$ cat src/rtl/pixel_feeder_if.sv
`default_nettype none
// ============================================================================
//  Module      : pixel_feeder_if
//  Description : Stream bundle around the pixel feeder. Carries the 64-bit
//                input word stream from the DMA (s_t*) and the re-timed
//                pixel stream toward the conv engine (pixel_out*).
//                  master : DMA / engine side (drives s_t*, observes outputs)
//                  slave  : feeder side (consumes s_t*, drives s_tready and
//                           pixel_out*)
//  Revision    : 1.0 - initial release
// ============================================================================
interface pixel_feeder_if;
    logic [63:0] s_tdata;
    logic        s_tvalid;
    logic        s_tlast;
    logic        s_tready;
    logic [63:0] pixel_out;
    logic        pixel_out_valid;
    logic        pixel_out_last;

    modport master (
        output s_tdata, s_tvalid, s_tlast,
        input  s_tready, pixel_out, pixel_out_valid, pixel_out_last
    );

    modport slave (
        input  s_tdata, s_tvalid, s_tlast,
        output s_tready, pixel_out, pixel_out_valid, pixel_out_last
    );
endinterface
`default_nettype wire

$ cat src/rtl/pixel_feeder.sv
`default_nettype none
// ============================================================================
//  Module      : pixel_feeder
//  Description : Re-times the unpadded DMA feature map into the conv
//                engine's pixel stream, inserting an optional one-pixel zero
//                border and generating the frame-final last flag.
//  Ports       : clk, rst_n (sync, active low)
//                cfg_img_width/height/ci_groups/pad - latched on go in IDLE
//                go        - start pulse, ignored while a frame is running
//                busy      - frame in flight
//                done      - one-cycle pulse with the last beat
//                err_tlast - sticky input tlast mismatch, cleared by go
//                bus       - input stream and engine pixel stream
//  Revision    : 1.0 - initial release
// ============================================================================
module pixel_feeder #(
    parameter int MAX_W = 1024,
    parameter int MAX_H = 1024
) (
    input  logic          clk,
    input  logic          rst_n,
    input  logic [15:0]   cfg_img_width,
    input  logic [15:0]   cfg_img_height,
    input  logic [9:0]    cfg_ci_groups,
    input  logic          cfg_pad,
    input  logic          go,
    output logic          busy,
    output logic          done,
    output logic          err_tlast,
    pixel_feeder_if.slave bus
);

    // Counters only need to span the padded maximum dimensions.
    localparam int c_COL_W = $clog2(MAX_W + 2);
    localparam int c_ROW_W = $clog2(MAX_H + 2);

    typedef enum logic [0:0] {
        ST_IDLE   = 1'b0,
        ST_STREAM = 1'b1
    } state_t;

    state_t               r_state;
    logic [16:0]          r_wp;
    logic [16:0]          r_hp;
    logic [9:0]           r_g;
    logic                 r_pad;
    logic [9:0]           r_ci;
    logic [c_COL_W-1:0]   r_col;
    logic [c_ROW_W-1:0]   r_row;
    logic                 r_busy;
    logic                 r_done;
    logic                 r_err;
    logic [63:0]          r_pixel;
    logic                 r_valid;
    logic                 r_last;

    logic [16:0] w_col;
    logic [16:0] w_row;
    logic [16:0] w_wp_m1;
    logic [16:0] w_hp_m1;
    logic [16:0] w_wi_last;
    logic [16:0] w_hi_last;
    logic [9:0]  w_g_m1;
    logic        w_streaming;
    logic        w_border;
    logic        w_tready;
    logic        w_beat;
    logic        w_transfer;
    logic        w_ci_wrap;
    logic        w_col_wrap;
    logic        w_row_wrap;
    logic        w_final;
    logic        w_last_int;
    logic        w_zero_cfg;

    assign w_col       = 17'(r_col);
    assign w_row       = 17'(r_row);
    assign w_wp_m1     = r_wp - 17'd1;
    assign w_hp_m1     = r_hp - 17'd1;
    // Last interior column/row sit one position inside the border when padded.
    assign w_wi_last   = w_wp_m1 - {16'd0, r_pad};
    assign w_hi_last   = w_hp_m1 - {16'd0, r_pad};
    assign w_g_m1      = r_g - 10'd1;

    assign w_streaming = (r_state == ST_STREAM);
    assign w_border    = r_pad && ((w_row == 17'd0) || (w_row == w_hp_m1) ||
                                   (w_col == 17'd0) || (w_col == w_wp_m1));
    // Ready depends on state and counters only, never on s_tvalid.
    assign w_tready    = w_streaming && !w_border;
    assign w_transfer  = w_tready && bus.s_tvalid;
    // Border beats are emitted unconditionally; interior beats need input.
    assign w_beat      = w_streaming && (w_border || bus.s_tvalid);

    assign w_ci_wrap   = (r_ci == w_g_m1);
    assign w_col_wrap  = (w_col == w_wp_m1);
    assign w_row_wrap  = (w_row == w_hp_m1);
    assign w_final     = w_ci_wrap && w_col_wrap && w_row_wrap;
    assign w_last_int  = w_ci_wrap && (w_col == w_wi_last) && (w_row == w_hi_last);
    assign w_zero_cfg  = (cfg_img_width == 16'd0) || (cfg_img_height == 16'd0) ||
                         (cfg_ci_groups == 10'd0);

    always_ff @(posedge clk) begin
        if (!rst_n) begin
            r_state <= ST_IDLE;
            r_wp    <= 17'd0;
            r_hp    <= 17'd0;
            r_g     <= 10'd0;
            r_pad   <= 1'b0;
            r_ci    <= 10'd0;
            r_col   <= '0;
            r_row   <= '0;
            r_busy  <= 1'b0;
            r_done  <= 1'b0;
            r_err   <= 1'b0;
            r_pixel <= 64'd0;
            r_valid <= 1'b0;
            r_last  <= 1'b0;
        end else begin
            r_done  <= 1'b0;
            r_valid <= 1'b0;
            r_last  <= 1'b0;
            case (r_state)
                ST_IDLE: begin
                    // busy drops one cycle after the last beat became visible.
                    r_busy <= 1'b0;
                    r_ci   <= 10'd0;
                    r_col  <= '0;
                    r_row  <= '0;
                    if (go) begin
                        r_wp  <= {1'b0, cfg_img_width}  + {15'd0, cfg_pad, 1'b0};
                        r_hp  <= {1'b0, cfg_img_height} + {15'd0, cfg_pad, 1'b0};
                        r_g   <= cfg_ci_groups;
                        r_pad <= cfg_pad;
                        r_err <= 1'b0;
                        if (w_zero_cfg) begin
                            r_done <= 1'b1;
                        end else begin
                            r_state <= ST_STREAM;
                            r_busy  <= 1'b1;
                        end
                    end
                end
                ST_STREAM: begin
                    if (w_beat) begin
                        r_valid <= 1'b1;
                        r_pixel <= w_border ? 64'd0 : bus.s_tdata;
                        if (w_transfer && (bus.s_tlast != w_last_int)) begin
                            r_err <= 1'b1;
                        end
                        if (w_final) begin
                            r_last  <= 1'b1;
                            r_done  <= 1'b1;
                            r_state <= ST_IDLE;
                            r_ci    <= 10'd0;
                            r_col   <= '0;
                            r_row   <= '0;
                        end else if (w_ci_wrap) begin
                            r_ci <= 10'd0;
                            if (w_col_wrap) begin
                                r_col <= '0;
                                r_row <= r_row + c_ROW_W'(1);
                            end else begin
                                r_col <= r_col + c_COL_W'(1);
                            end
                        end else begin
                            r_ci <= r_ci + 10'd1;
                        end
                    end
                end
                default: r_state <= ST_IDLE;
            endcase
        end
    end

    assign busy                = r_busy;
    assign done                = r_done;
    assign err_tlast           = r_err;
    assign bus.s_tready        = w_tready;
    assign bus.pixel_out       = r_pixel;
    assign bus.pixel_out_valid = r_valid;
    assign bus.pixel_out_last  = r_last;

endmodule
`default_nettype wire

$ cat src/flat_wrapper.sv
// flat-port wrapper written by rule: the top's interface ports become plain ports
module pixel_feeder_flat 
#(
    parameter int MAX_W = 1024,
    parameter int MAX_H = 1024
)
  (clk, rst_n, cfg_img_width, cfg_img_height, cfg_ci_groups, cfg_pad, go, busy, done, err_tlast, bus_s_tdata, bus_s_tvalid, bus_s_tlast, bus_s_tready, bus_pixel_out, bus_pixel_out_valid, bus_pixel_out_last);
  pixel_feeder_if bus_i ();
  input  logic clk;
  input  logic rst_n;
  input  logic [15:0] cfg_img_width;
  input  logic [15:0] cfg_img_height;
  input  logic [9:0] cfg_ci_groups;
  input  logic cfg_pad;
  input  logic go;
  output logic busy;
  output logic done;
  output logic err_tlast;
  input wire logic [$bits(bus_i.s_tdata)-1:0] bus_s_tdata;
  input wire logic [$bits(bus_i.s_tvalid)-1:0] bus_s_tvalid;
  input wire logic [$bits(bus_i.s_tlast)-1:0] bus_s_tlast;
  output wire logic [$bits(bus_i.s_tready)-1:0] bus_s_tready;
  output wire logic [$bits(bus_i.pixel_out)-1:0] bus_pixel_out;
  output wire logic [$bits(bus_i.pixel_out_valid)-1:0] bus_pixel_out_valid;
  output wire logic [$bits(bus_i.pixel_out_last)-1:0] bus_pixel_out_last;
  assign bus_i.s_tdata = bus_s_tdata;
  assign bus_i.s_tvalid = bus_s_tvalid;
  assign bus_i.s_tlast = bus_s_tlast;
  assign bus_s_tready = bus_i.s_tready;
  assign bus_pixel_out = bus_i.pixel_out;
  assign bus_pixel_out_valid = bus_i.pixel_out_valid;
  assign bus_pixel_out_last = bus_i.pixel_out_last;
  pixel_feeder #(.MAX_W(MAX_W), .MAX_H(MAX_H)) u_core (.clk(clk), .rst_n(rst_n), .cfg_img_width(cfg_img_width), .cfg_img_height(cfg_img_height), .cfg_ci_groups(cfg_ci_groups), .cfg_pad(cfg_pad), .go(go), .busy(busy), .done(done), .err_tlast(err_tlast), .bus(bus_i));
endmodule
$ cat config.mk
export PLATFORM = sky130hd
export DESIGN_NAME = pixel_feeder_flat
export DESIGN_NICKNAME = d
export VERILOG_FILES = /design/src/rtl/pixel_feeder_if.sv /design/src/rtl/pixel_feeder.sv /design/src/flat_wrapper.sv
export SDC_FILE = /design/constraint.sdc
export NUM_CORES = 1
export LEC_CHECK = 0
export BUFFER_PORTS_ARGS = -buffer_cell sky130_fd_sc_hd__buf_4
export CAP_MARGIN = 5
export CORE_MARGIN = 3
export CORE_UTILIZATION = 56
export CTS_BUF_LIST = sky130_fd_sc_hd__clkbuf_8 sky130_fd_sc_hd__clkbuf_16
export CTS_CLUSTER_DIAMETER = 100
export DETAILED_ROUTE_END_ITERATION = 8
export HOLD_SLACK_MARGIN = 0.03
export PLACE_DENSITY = 0.91
export SYNTH_ARGS = -nofsm -noshare
export SYNTH_HDL_FRONTEND = slang
export SYNTH_SLANG_ARGS = --single-unit
$ cat constraint.sdc
create_clock -name clk -period 4.31 [get_ports clk]
set_clock_uncertainty 0.15 [all_clocks]
set_input_delay 0.862 -clock clk [delete_from_list [all_inputs] [get_ports clk]]
set_output_delay 0.862 -clock clk [all_outputs]
set_load 0.05 [all_outputs]
Word-level counts from Yosys, hierarchy flattened
Cells that the tools add are included.

word-level totals
  input bits = 112
  logic and storage cells = 93
  bits in registers = 147
  output and inout bits = 70

operators by class
  muxes and demuxes = 30
  eq/ne operators = 11
  reduce and logical (&&, ||, !) cells = 27
  add/sub/neg operators = 10
  bitwise operators = 1

operators by type and width
  operator                 number
  $mux W11                 8
  $eq A11 B17 Y1           4
  $mux W64                 1
  $pmux W11 S2             2
  $add A16 B2 Y17          2
  $logic_not A17 Y1        2
  $sub A17 B1 Y17          2
  $sub A17 B1 Y17 const B  2
  $logic_not A16 Y1        2
  $mux W10                 3
  $add A11 B1 Y11 const B  2
  $pmux W10 S2             1
  $mux W1                  12
  $add A10 B1 Y10 const B  1
  $eq A10 B10 Y1           1
  $logic_not A10 Y1        1
  $sub A10 B1 Y10 const B  1
  $logic_and A1 B1 Y1      9
  $reduce_and A2 Y1        4
  $logic_or A1 B1 Y1       6
  $ne A2 B2 Y1 const B     3
  $ne A3 B3 Y1 const B     2
  $pmux W1 S2              3
  $reduce_and A3 Y1        2
  3 further kinds          3

Depth between registers and ports, before layout
Gate-level depths: netlist (run 1).

  depth in word-level cells = 13
  depth in mapped cells = 16
  gate-level depth less buffers = 12

Least setup slack after synthesis (run 1)
OpenSTA, ideal clock, no wires.

  path kind = register to output
  start = register u_core.r_hp[0]
  end = output bus_s_tready
  slack = -0.035 ns
  data required time = 3.298 ns
  stages on the path, launching flop included = 12
  path buffers = 2
  data arrival time = 3.333 ns
  cells stage by stage = dfxtp_1 > buf_1 > inv_1 > ha_1 > nor4b_1 > nand2_1 > and4b_1 > a311oi_2 > nor4_4 > o31a_1 > clkbuf_1 > nor2_1

between the ends
  word-level cells in the longest chain between the ends = 8

ends and longest elaborated chain
  what                              line                 text
  start, declared                   pixel_feeder.sv:44   logic [16:0] r_hp;
  start signal, assigned            pixel_feeder.sv:131  r_hp <= {1'b0, cfg_img_height} + {15'd0, cfg_pad, 1'b0};
  $sub A17 B1 Y17                   pixel_feeder.sv:79   assign w_hp_m1 = r_hp - 17'd1;
  $eq A11 B17 Y1                    pixel_feeder.sv:86   assign w_border = r_pad && ((w_row == 17'd0) || (w_row == w_hp_m1) ||
  $logic_or A1 B1 Y1 (2 in series)  pixel_feeder.sv:86
  $logic_or A1 B1 Y1                pixel_feeder.sv:87   (w_col == 17'd0) || (w_col == w_wp_m1));
  $logic_and A1 B1 Y1               pixel_feeder.sv:86
  $logic_not A1 Y1                  pixel_feeder.sv:89   assign w_tready = w_streaming && !w_border;
  $logic_and A1 B1 Y1               pixel_feeder.sv:89
  end, declared                     flat_wrapper.sv:22   output wire logic [$bits(bus_i.s_tready)-1:0] bus_s_tready;

Every way passes these cells.

Worst setup path in the final report (run 1)
  start = register u_core.r_wp[0]
  end = output bus_s_tready

between the ends
  word-level cells in the longest chain between the ends = 6

ends and longest elaborated chain
  what                    line                 text
  start, declared         pixel_feeder.sv:43   logic [16:0] r_wp;
  start signal, assigned  pixel_feeder.sv:130  r_wp <= {1'b0, cfg_img_width} + {15'd0, cfg_pad, 1'b0};
  $sub A17 B1 Y17         pixel_feeder.sv:78   assign w_wp_m1 = r_wp - 17'd1;
  $eq A11 B17 Y1          pixel_feeder.sv:87
  $logic_or A1 B1 Y1      pixel_feeder.sv:87
  $logic_and A1 B1 Y1     pixel_feeder.sv:86
  $logic_not A1 Y1        pixel_feeder.sv:89
  $logic_and A1 B1 Y1     pixel_feeder.sv:89

Every way passes these cells.

==> metrics.md, run 1 <==
| Metric | Value |
|---|---|
| Register area share after synthesis | a little under a third |
| Fin. max-slew vios | 0 |
| Grt ovf | 0 |
| Core Region | about 0.016 mm2 |
| Setup TNS | 0 ns |
| Buf/Inv on CP | 2 |
| Final wirelength | ~28 mm |
| Slowest CP cell | or3b_2 |
| Clock-pin slew on the worst setup and hold paths | 0.07 ns |
| Placement Setup Slack | between 0.2 and 0.3 ns |
| Dpl hpwl | about 20 mm |
| Area of the multi-input gates | roughly 0.0060 mm2 |
| DR vias | between 9000 and 10000 |
| Top area cells in the synthesized netlist | dfxtp_1, xnor2_1, a22oi_1 |
| Status | finished clean |
| Pleak | approximately 4.7 nW |
| Initial core utilization | just under 60% |
| Crit path max-delay family | simple AND/OR/NAND/NOR gates |
| WP data required | 3.30 ns |
| Critical path's most frequent cell | nor2_2 |
| Critical Path Start Type | register |
| Ratio of cells with drive above 1 in the final layout | 21.79% |
| Wirelength per Cell | about 19 um |
| Arrival time at the worst endpoint | approximately 3.2 ns |
| VDD IR-drop max | approximately 320 uV |
| Fill cells | ~1200 |
| N_diodes | 0 |
| Die H | between 100 and 150 um |
| Max stage delay on crit path | around 0.55 ns |
| Slew HR | a little over two fifths |
| CP max FO | 8 |
| Vias in the first global route | approximately 9000 |
| Crit path capture type | output port |
| Final nets | about 1400 |
| # clock sinks | 147 |
| Routability Congestion | about 0.93 |
| Post-DRT Antenna Nets | 0 |
| Drt drc | 0 |
| Initial antenna violation count | 0 |
| Initial DRC Count | 1032 |
| Area share of the largest cell type after synthesis | 31.69% |
| Total die area | 0.01816 mm2 |
| Largest net degree at the start of global routing | 92 |
| Minimum clock period after layout | ~4.2 ns |
| DR pass1 iterations | 8 |
| IO buf count | approximately 180 |
| Root Driver | clkbuf_16 |
| Sequential standard cell area | 0.002944 mm2 |
| Tot Pwr | between 4 and 5 mW |
| Syn_nets | ~1300 |
| Hold slack | roughly 0.36 ns |
| TritonCTS clock tree | done |
| IO Count | between 150 and 200 |
| Synth cell types | 80 |
| Commonest non-fill, non-tap cells in the layout | buf_4, dfxtp_1, nand2_1 |
| Post-synth EDFFs | 0 |
| Total track usage | 30.13% |
| Gate Count Post-Synth | roughly 1100 |
| Max Fclk | roughly 240 MHz |
| Placement Rows | 46 |
| Global-route wire length before repair | about 45 mm |
| Die width | 134.8 um |
| Worst-skew pair later-pin latency | ~0.44 ns |
| Final setup fails | 0 |
| Fin worst setup slack | around 0.14 ns |
| Final critical-path share of the clock period | 96.80% |
| HP Class | reg2reg |
| Syn avg cell area | slightly above 8 um2 |
| Async S/R FF share, synth | 0% |
| Non-filler cells, final | around 1500 |
| Number of synthesized register bits | about 150 |
| Max-cap check violation count | 0 |
| Slew @ Worst Pin | approximately 0.86 ns |
| Synth area leader | dfxtp_1 |
| # hold bufs at CTS | 0 |
| Inst Count DP | roughly 1500 |
| DR vias/cell | approximately 6.2 |
| CTS Buffer Depth | 2 |
| Synthesized area | ~0.0093 mm2 |
| Crit path kind | reg2out |
| Commonest non-fill, non-tap cell in the layout | buf_4 |
| Total CTS buffers | 17 |
| Yosys Warn Count | 0 |
| Main synth FF type | dfxtp_1 |
| Fin. Hold Viols | 0 |
| CP cell instances | inv_1 > ha_1 > or3b_2 > nor2_2 > xnor3_1 > o21ba_2 > and4_4 > o31a_1 > nor2_2 > buf_4 |
| H-tree levels | 4 |
| Synth-to-Final Area Change | 23.40% |
| Pwr per Cell Area | ~360 mW/mm2 |
## synthesized netlist by cell type, drive strengths merged (4+ instances only)
| library cell | count |
|---|---|
| nor2 | 76 |
| o2111ai | 4 |
| and3 | 29 |
| inv | 23 |
| xor2 | 44 |
| nor4 | 33 |
| nor4b | 7 |
| o31ai | 6 |
| buf | 28 |
| xnor2 | 70 |
| nand4 | 22 |
| a21oi | 37 |
| a31oi | 10 |
| and4b | 4 |
| nor2b | 76 |
| o21a | 5 |
| nand2 | 110 |
| or2 | 6 |
| nor3 | 23 |
| a21boi | 19 |
| dfxtp | 147 |
| o211a | 25 |
| or3 | 7 |
| nand3 | 44 |
| a211o | 5 |
| a22oi | 67 |
| a311oi | 5 |
| and2 | 9 |
| o211ai | 9 |
| o21ai | 30 |
| or4 | 15 |
| nand3b | 9 |
| nor3b | 6 |
| ha | 16 |
| clkbuf | 48 |
## metrics by stage
stage	area, um2	utilization, %
3_3_place_gp	10790	67.20
4_1_cts	11380	70.90
3_5_place_dp	10790	67.20
2_1_floorplan	9289	-
6_report	11460	71.37
5_1_grt	11460	71.37
## power by group
part           internal (mW)  leakage (nW)  switching, mW
combinational          0.471          3.20          0.645
sequential              1.43          1.20          0.114
clock                  0.776         0.283          0.695
## cells by family after synthesis
logic type                 after synthesis  share of synthesized area [%]
and+or+nand+nor                        490                          29.02
AOI/OAI and AO/OA                      258                          20.90
DFF                                    147                          31.69
xor gates and xnor gates               116                          11.24
buffers and inverters                   99                          4.433
adders and majority gates               16                          2.156
muxes                                    5                         0.5659
## routing by layer
layer | up-vias | routed length [um] | track usage [%]
li1 | 4416 | - | -
met1 | 4398 | 11220 | 38.93
met2 | 505 | 13400 | 49.08
met3 | 73 | 2619 | 6.595
met4 | 0 | 729 | 12.16
met5 | - | 0 | 0
## registers in the layout (all words and copies together) (netlist names)
signal / cells
u_core.r_ci: 10
u_core.r_pad: 1
u_core.bus.pixel_out_valid: 1
u_core.busy: 1
u_core.bus.pixel_out_last: 1
u_core.r_row: 11
u_core.r_hp: 17
u_core.r_state: 1
u_core.r_col: 11
u_core.bus.pixel_out: 64
u_core.err_tlast: 1
u_core.r_g: 10
u_core.r_wp: 17
u_core.done: 1
## layout make-up
class,instances,area share (%)
Clock buffer,17,3.712
Clock inverter,15,1.376
Inverter,23,0.7534
Multi-Input combinational cell,885,52.44
Sequential cell,147,25.69
Tap cell,216,2.358
Timing Repair Buffer,207,13.67
## timing repair
item                                    4_1_cts  5_1_grt
endpoints found under the setup margin        1        1
endpoints found under the hold margin         0        0
setup buffers                                 0        4
pin swaps                                     0        3
gates resized for setup                       3        9
## worst paths after layout
kind	from	endpoint	slack [ns]	cells after the start
hold reg to reg	u_core.busy	u_core.busy	0.36	2
setup / recovery	u_core.r_wp[0]	bus_s_tready	0.14	10
setup reg to reg	u_core.r_wp[0]	u_core.bus.pixel_out[39]	0.50	13
hold / removal	u_core.busy	u_core.busy	0.36	2
## worst min-delay path, stage by stage (launching register included)
cell and delay (ns):
dfxtp_1 0.35, nand2_1 0.07, nand2_1 0.05
No activity file was read; power rests on OpenSTA's default activity.
==> run 2, diff against run 1 <==
--- a/constraint.sdc
+++ b/constraint.sdc
@@ -3,3 +3,3 @@
 set_input_delay 0.862 -clock clk [delete_from_list [all_inputs] [get_ports clk]]
 set_output_delay 0.862 -clock clk [all_outputs]
-set_load 0.05 [all_outputs]
+set_load 0.02 [all_outputs]
==> metrics.md, run 2 (synthesis results as in run 1) <==
| Metric | Value |
|---|---|
| DR vias | 9457 |
| IO Count | ~180 |
| Crit path max-delay family | simple AND/OR/NAND/NOR gates |
| Post-DRT Antenna Nets | 0 |
| Slowest CP cell | or3b_2 |
| Synth-to-Final Area Change | 23.43% |
| Wirelength per Cell | between 15 and 20 um |
| VDD IR-drop max | around 290 uV |
| Crit path capture type | output port |
| WP data required | roughly 3.3 ns |
| RSZ-0062 raised after global routing | false |
| Initial core utilization | between 50% and 60% |
| Final wirelength | approximately 28 mm |
| Worst-skew pair later-pin latency | between 0.4 and 0.5 ns |
| Slew @ Worst Pin | just over 0.9 ns |
| IO buf count | 181 |
| Fill cells | between 1000 and 1500 |
| TritonCTS clock tree | done |
| Total track usage | 30.43% |
| CP cell instances | or3b_2 > nor2_2 > xnor3_1 > o21ba_2 > and4_1 > o31a_1 > nor2_1 > buf_4 |
| Initial DRC Count | between 800 and 900 |
| Minimum clock period after layout | 4.177 ns |
| Fin. Hold Viols | 0 |
| CTS Buffer Depth | 2 |
| Fin. max-slew vios | 0 |
| Status | finished clean |
| Max-cap check violation count | 0 |
| Root Driver | clkbuf_16 |
| Total CTS buffers | 17 |
| Pwr per Cell Area | ~350 mW/mm2 |
| Vias in the first global route | between 8000 and 9000 |
| Final setup fails | 0 |
| Total die area | 0.01816 mm2 |
| Commonest non-fill, non-tap cells in the layout | buf_4, dfxtp_1, nand2_1 |
| Initial antenna violation count | 0 |
| N_diodes | 0 |
| Largest register FFs | between 60 and 70 |
| Commonest non-fill, non-tap cell in the layout | buf_4 |
| Arrival time at the worst endpoint | 3.16 ns |
| Area of the multi-input gates | 0.005993 mm2 |
| Drt drc | 0 |
| Die H | 134.8 um |
| Max stage delay on crit path | 0.63 ns |
| CP max FO | 16 |
| Buf/Inv on CP | 1 |
| H-tree levels | 4 |
| # clock sinks | between 100 and 150 |
| Non-filler cells, final | around 1500 |
| Routability Congestion | 0.9808 |
| Inst Count DP | approximately 1500 |
| Slew HR | 39.25% |
| DR vias/cell | roughly 6.3 |
| Ratio of cells with drive above 1 in the final layout | 21.67% |
| HP Class | reg2reg |
| Critical Path Start Type | register |
| Clock-pin slew on the worst setup and hold paths | 0.06 ns |
| Placement Rows | 46 |
| Final nets | around 1400 |
| Grt ovf | 0 |
| Dpl hpwl | just over 20 mm |
| Die width | between 100 and 150 um |
| Crit path kind | reg2out |
| Largest net degree at the start of global routing | 110 |
| Global-route wire length before repair | roughly 45 mm |
| Final critical-path share of the clock period | a little over nine tenths |
| Setup TNS | 0 ns |
| Core Region | approximately 0.016 mm2 |
| Max Fclk | roughly 240 MHz |
| Sequential standard cell area | roughly 0.003 mm2 |
| DR pass1 iterations | 8 |
| Pleak | roughly 4.7 nW |
==> run 2: cell types whose count changed in the layout (fill, tap and decap cells not counted), sizes merged <==
cell / change
buf: +5
bufinv: +1
clkbuf: +1
clkinv: +4
inv: -8
==> run 2: path summary, 6_finish.rpt <==
path / start / endpoint / slack, ns / cells after the start
max reg2reg: u_core.r_wp[3] / u_core.r_ci[5] / 0.40 / 9
max: u_core.r_wp[3] / bus_s_tready / 0.13 / 8
min: u_core.r_g[9] / u_core.r_g[9] / 0.34 / 2
min reg2reg: u_core.r_g[9] / u_core.r_g[9] / 0.34 / 2
==> run 2: where the power goes <==
group	leakage, nW	switching, mW	internal (mW)	total (mW)
Combinational	3.22	0.581	0.476	1.06
Sequential	1.20	0.112	1.43	1.54
Clock	0.269	0.611	0.804	1.41
==> run 2: cell type report <==
class / count / area share (%)
inverters: 23 / 0.7532
flip-flops and latches: 147 / 25.70
clock inverters: 12 / 0.9715
multi-input cells: 885 / 52.29
well taps: 216 / 2.358
repair buffers: 212 / 14.10
clock buffers: 18 / 3.831
==> run 2: worst reg2reg max path, cell delays in order, from the launching register on <==
cell	delay, ns
dfxtp_1	0.51
or3b_2	0.63
nor2_2	0.21
xnor3_1	0.24
o21ba_2	0.19
and4_1	0.27
o41ai_2	0.65
and2_1	0.43
nand2_1	0.31
a21oi_1	0.22
==> run 2: repair_timing <==
| item | in CTS | in global routing |
|---|---|---|
| setup endpoints to repair | 1 | 1 |
| setup buffers | 0 | 6 |
| pin swaps | 0 | 3 |
| hold buffers | 0 | 0 |
| resized for setup | 1 | 8 |
| endpoints found under the hold margin | 0 | 0 |
==> run 2: routing by layer <==
layer | GRT usage, % | vias to the layer above | wire (um) | share of wire (%)
met2 | 49.53 | 518 | 13460 | 47
met4 | 9.615 | 0 | 625 | 2.2
met3 | 7.079 | 61 | 2722 | 9.6
met1 | 40.20 | 4459 | 11640 | 41
met5 | 0 | - | 0 | 0
li1 | - | 4419 | - | -
==> run 2: stage by stage <==
stage	power [mW]	instance area [um2]	hold WS, ns	setup slack, ns	utilization [%]
after floorplan	2.225	9286	0.3036	0.2337	-
after global placement	2.551	10820	0.3323	0.4475	67.40
after detailed placement	2.568	10820	0.3342	0.3623	67.40
after CTS	3.969	11380	0.3471	0.009407	70.84
after global routing	4.164	11460	0.3694	0.01993	71.38
final	4.011	11460	0.3443	0.1331	71.38
==> run 3, diff against run 2 <==
Settings changed: SETUP_SLACK_MARGIN from default to 0.4.
==> metrics.md, run 3 (synthesis results as in run 1) <==
| Metric | Value |
|---|---|
| Initial antenna violation count | 0 |
| Fin. Hold Viols | 0 |
| Wirelength per Cell | ~19 um |
| Initial DRC Count | a little over 1000 |
| Crit path capture type | output port |
| R2R Path Start | u_core.r_wp[2] |
| H-tree levels | 4 |
| Max-cap check violation count | 0 |
| Final wirelength | between 20 and 30 mm |
| Slew @ Worst Pin | about 0.96 ns |
| IO buf count | between 150 and 200 |
| # hold bufs at CTS | 0 |
| Sequential standard cell area | between 0.002 and 0.003 mm2 |
| Met2 Usage GRT | about 50% |
| DR pass1 iterations | 7 |
| Fin. max-slew vios | 0 |
| R2R setup slack | about 0.5 ns |
| Placement Rows | between 40 and 50 |
| IO Count | 182 |
| Total CTS buffers | 17 |
| Arrival time at the worst endpoint | slightly below 3 ns |
| HP Class | reg2reg |
| Grt ovf | 0 |
| Dpl hpwl | between 20 and 25 mm |
| Critical Path Start Type | register |
| Core Region | between 0.015 and 0.02 mm2 |
| Status | finished clean |
| Max Fclk | between 200 and 300 MHz |
| Drt drc | 0 |
| Hold EP | u_core.r_g[9] |
| DR vias/cell | roughly 6.3 |
| Hold_sp | u_core.r_g[9] |
| Total die area | around 0.018 mm2 |
| Crit path kind | reg2out |
| TritonCTS clock tree | done |
| Ratio of cells with drive above 1 in the final layout | 23.74% |
| M1 GR Usage | 38.71% |
| CTS Buffer Depth | 2 |
| N_diodes | 0 |
| Setup TNS | 0 ns |
| Final critical-path share of the clock period | between 90% and 100% |
| RSZ-0062 raised after global routing | true |
| Crit Reg-Reg Endpoint | u_core.bus.pixel_out[3] |
| GR peak layer | met2 |
| Slew HR | roughly 36% |
| Area of the multi-input gates | 0.006055 mm2 |
| Worst-skew pair later-pin latency | between 0.4 and 0.5 ns |
| Die H | around 130 um |
| Final setup fails | 0 |
| VDD IR-drop max | 321.6 uV |
| DR vias | approximately 9600 |
| Hold slack | between 0.3 and 0.4 ns |
| Fill cells | between 1000 and 1500 |
| Total track usage | a little under a third |
| Hold Crit Depth | 2 |
| Largest net degree at the start of global routing | 109 |
| Final nets | 1421 |
| Commonest non-fill, non-tap cells in the layout | buf_4, dfxtp_1, nand2_1 |
| Minimum clock period after layout | between 3 and 4 ns |
| CP max FO | 19 |
| Pleak | ~4.8 nW |
| Global-route wire length before repair | 45.22 mm |
| Commonest non-fill, non-tap cell in the layout | buf_4 |
| Largest register FFs | between 60 and 70 |
| Worst Reg-to-Reg Cells | 11 |
| WP data required | approximately 3.3 ns |
| Routability Congestion | ~1 |
| Root Driver | clkbuf_16 |
| Synth-to-Final Area Change | 25.40% |
| # clock sinks | 147 |
| Met3 Usage GRT | 9.091% |
| Die width | ~130 um |
| Post-DRT Antenna Nets | 0 |
| Clock-pin slew on the worst setup and hold paths | about 0.06 ns |
| Initial core utilization | 57.83% |
| Pwr per Cell Area | about 360 mW/mm2 |
| Vias in the first global route | 9044 |
run 3: timing repair:
item | in CTS | in global routing
setup buffers | 13 | 0
hold endpoints to repair | 0 | 0
resized for setup | 25 | 8
endpoints found under the setup margin | 1 | 49
pin swaps | 6 | 3
run 3: metrics by stage:
step                worst slack, ns  area (um2)  power, mW  std cells  util (%)
floorplan                    0.4511        9296      2.227       1131         -
global placement             0.5034       10830      2.548       1477     67.45
detailed placement           0.4861       10830      2.572       1477     67.45
CTS                          0.4005       11600      4.138       1522     72.27
global route                 0.2269       11640      4.340       1522     72.52
finish                       0.3407       11640      4.180       1522     72.52
run 3: how the worst max path moves through the flow:
stage,start,to,depth (start not counted)
floorplan,u_core.r_wp[0],bus_s_tready,12
finish,u_core.r_wp[2],bus_s_tready,8
detailed placement,u_core.r_hp[1],u_core.err_tlast,12
CTS,u_core.r_wp[0],bus_s_tready,9
global placement,u_core.r_hp[1],u_core.err_tlast,12
global route,u_core.r_wp[2],bus_s_tready,8
run 3: where the power goes:
group | total (mW) | internal [mW] | switching (mW)
logic | 1.11 | 0.504 | 0.603
registers | 1.54 | 1.43 | 0.111
clock network | 1.53 | 0.872 | 0.662
total | 4.18 | 2.80 | 1.38
run 3: critical path, stage by stage, from the launching register on:
cell      delay, ns
dfxtp_2        0.43
nor4_1         0.60
a21oi_1        0.21
o2111a_1       0.28
o2111a_1       0.15
and4_4         0.23
o31a_1         0.35
nor2_2         0.13
buf_6          0.14
run 3: cell type report:
type	count	area share, %
Multi-Input combinational cell	885	51.99
Sequential cell	147	25.40
Timing Repair Buffer	219	14.40
Clock buffer	17	3.653
Tap cell	216	2.321
Clock inverter	15	1.494
Inverter	23	0.7414
run 3: layer usage:
metal | share of wire (%) | wire length [um] | vias up
met1 | 39 | 11250 | 4553
met3 | 9.9 | 2863 | 90
li1 | - | - | 4429
met4 | 3.0 | 870 | 0
met2 | 48 | 13860 | 519
met5 | 0 | 0 | -
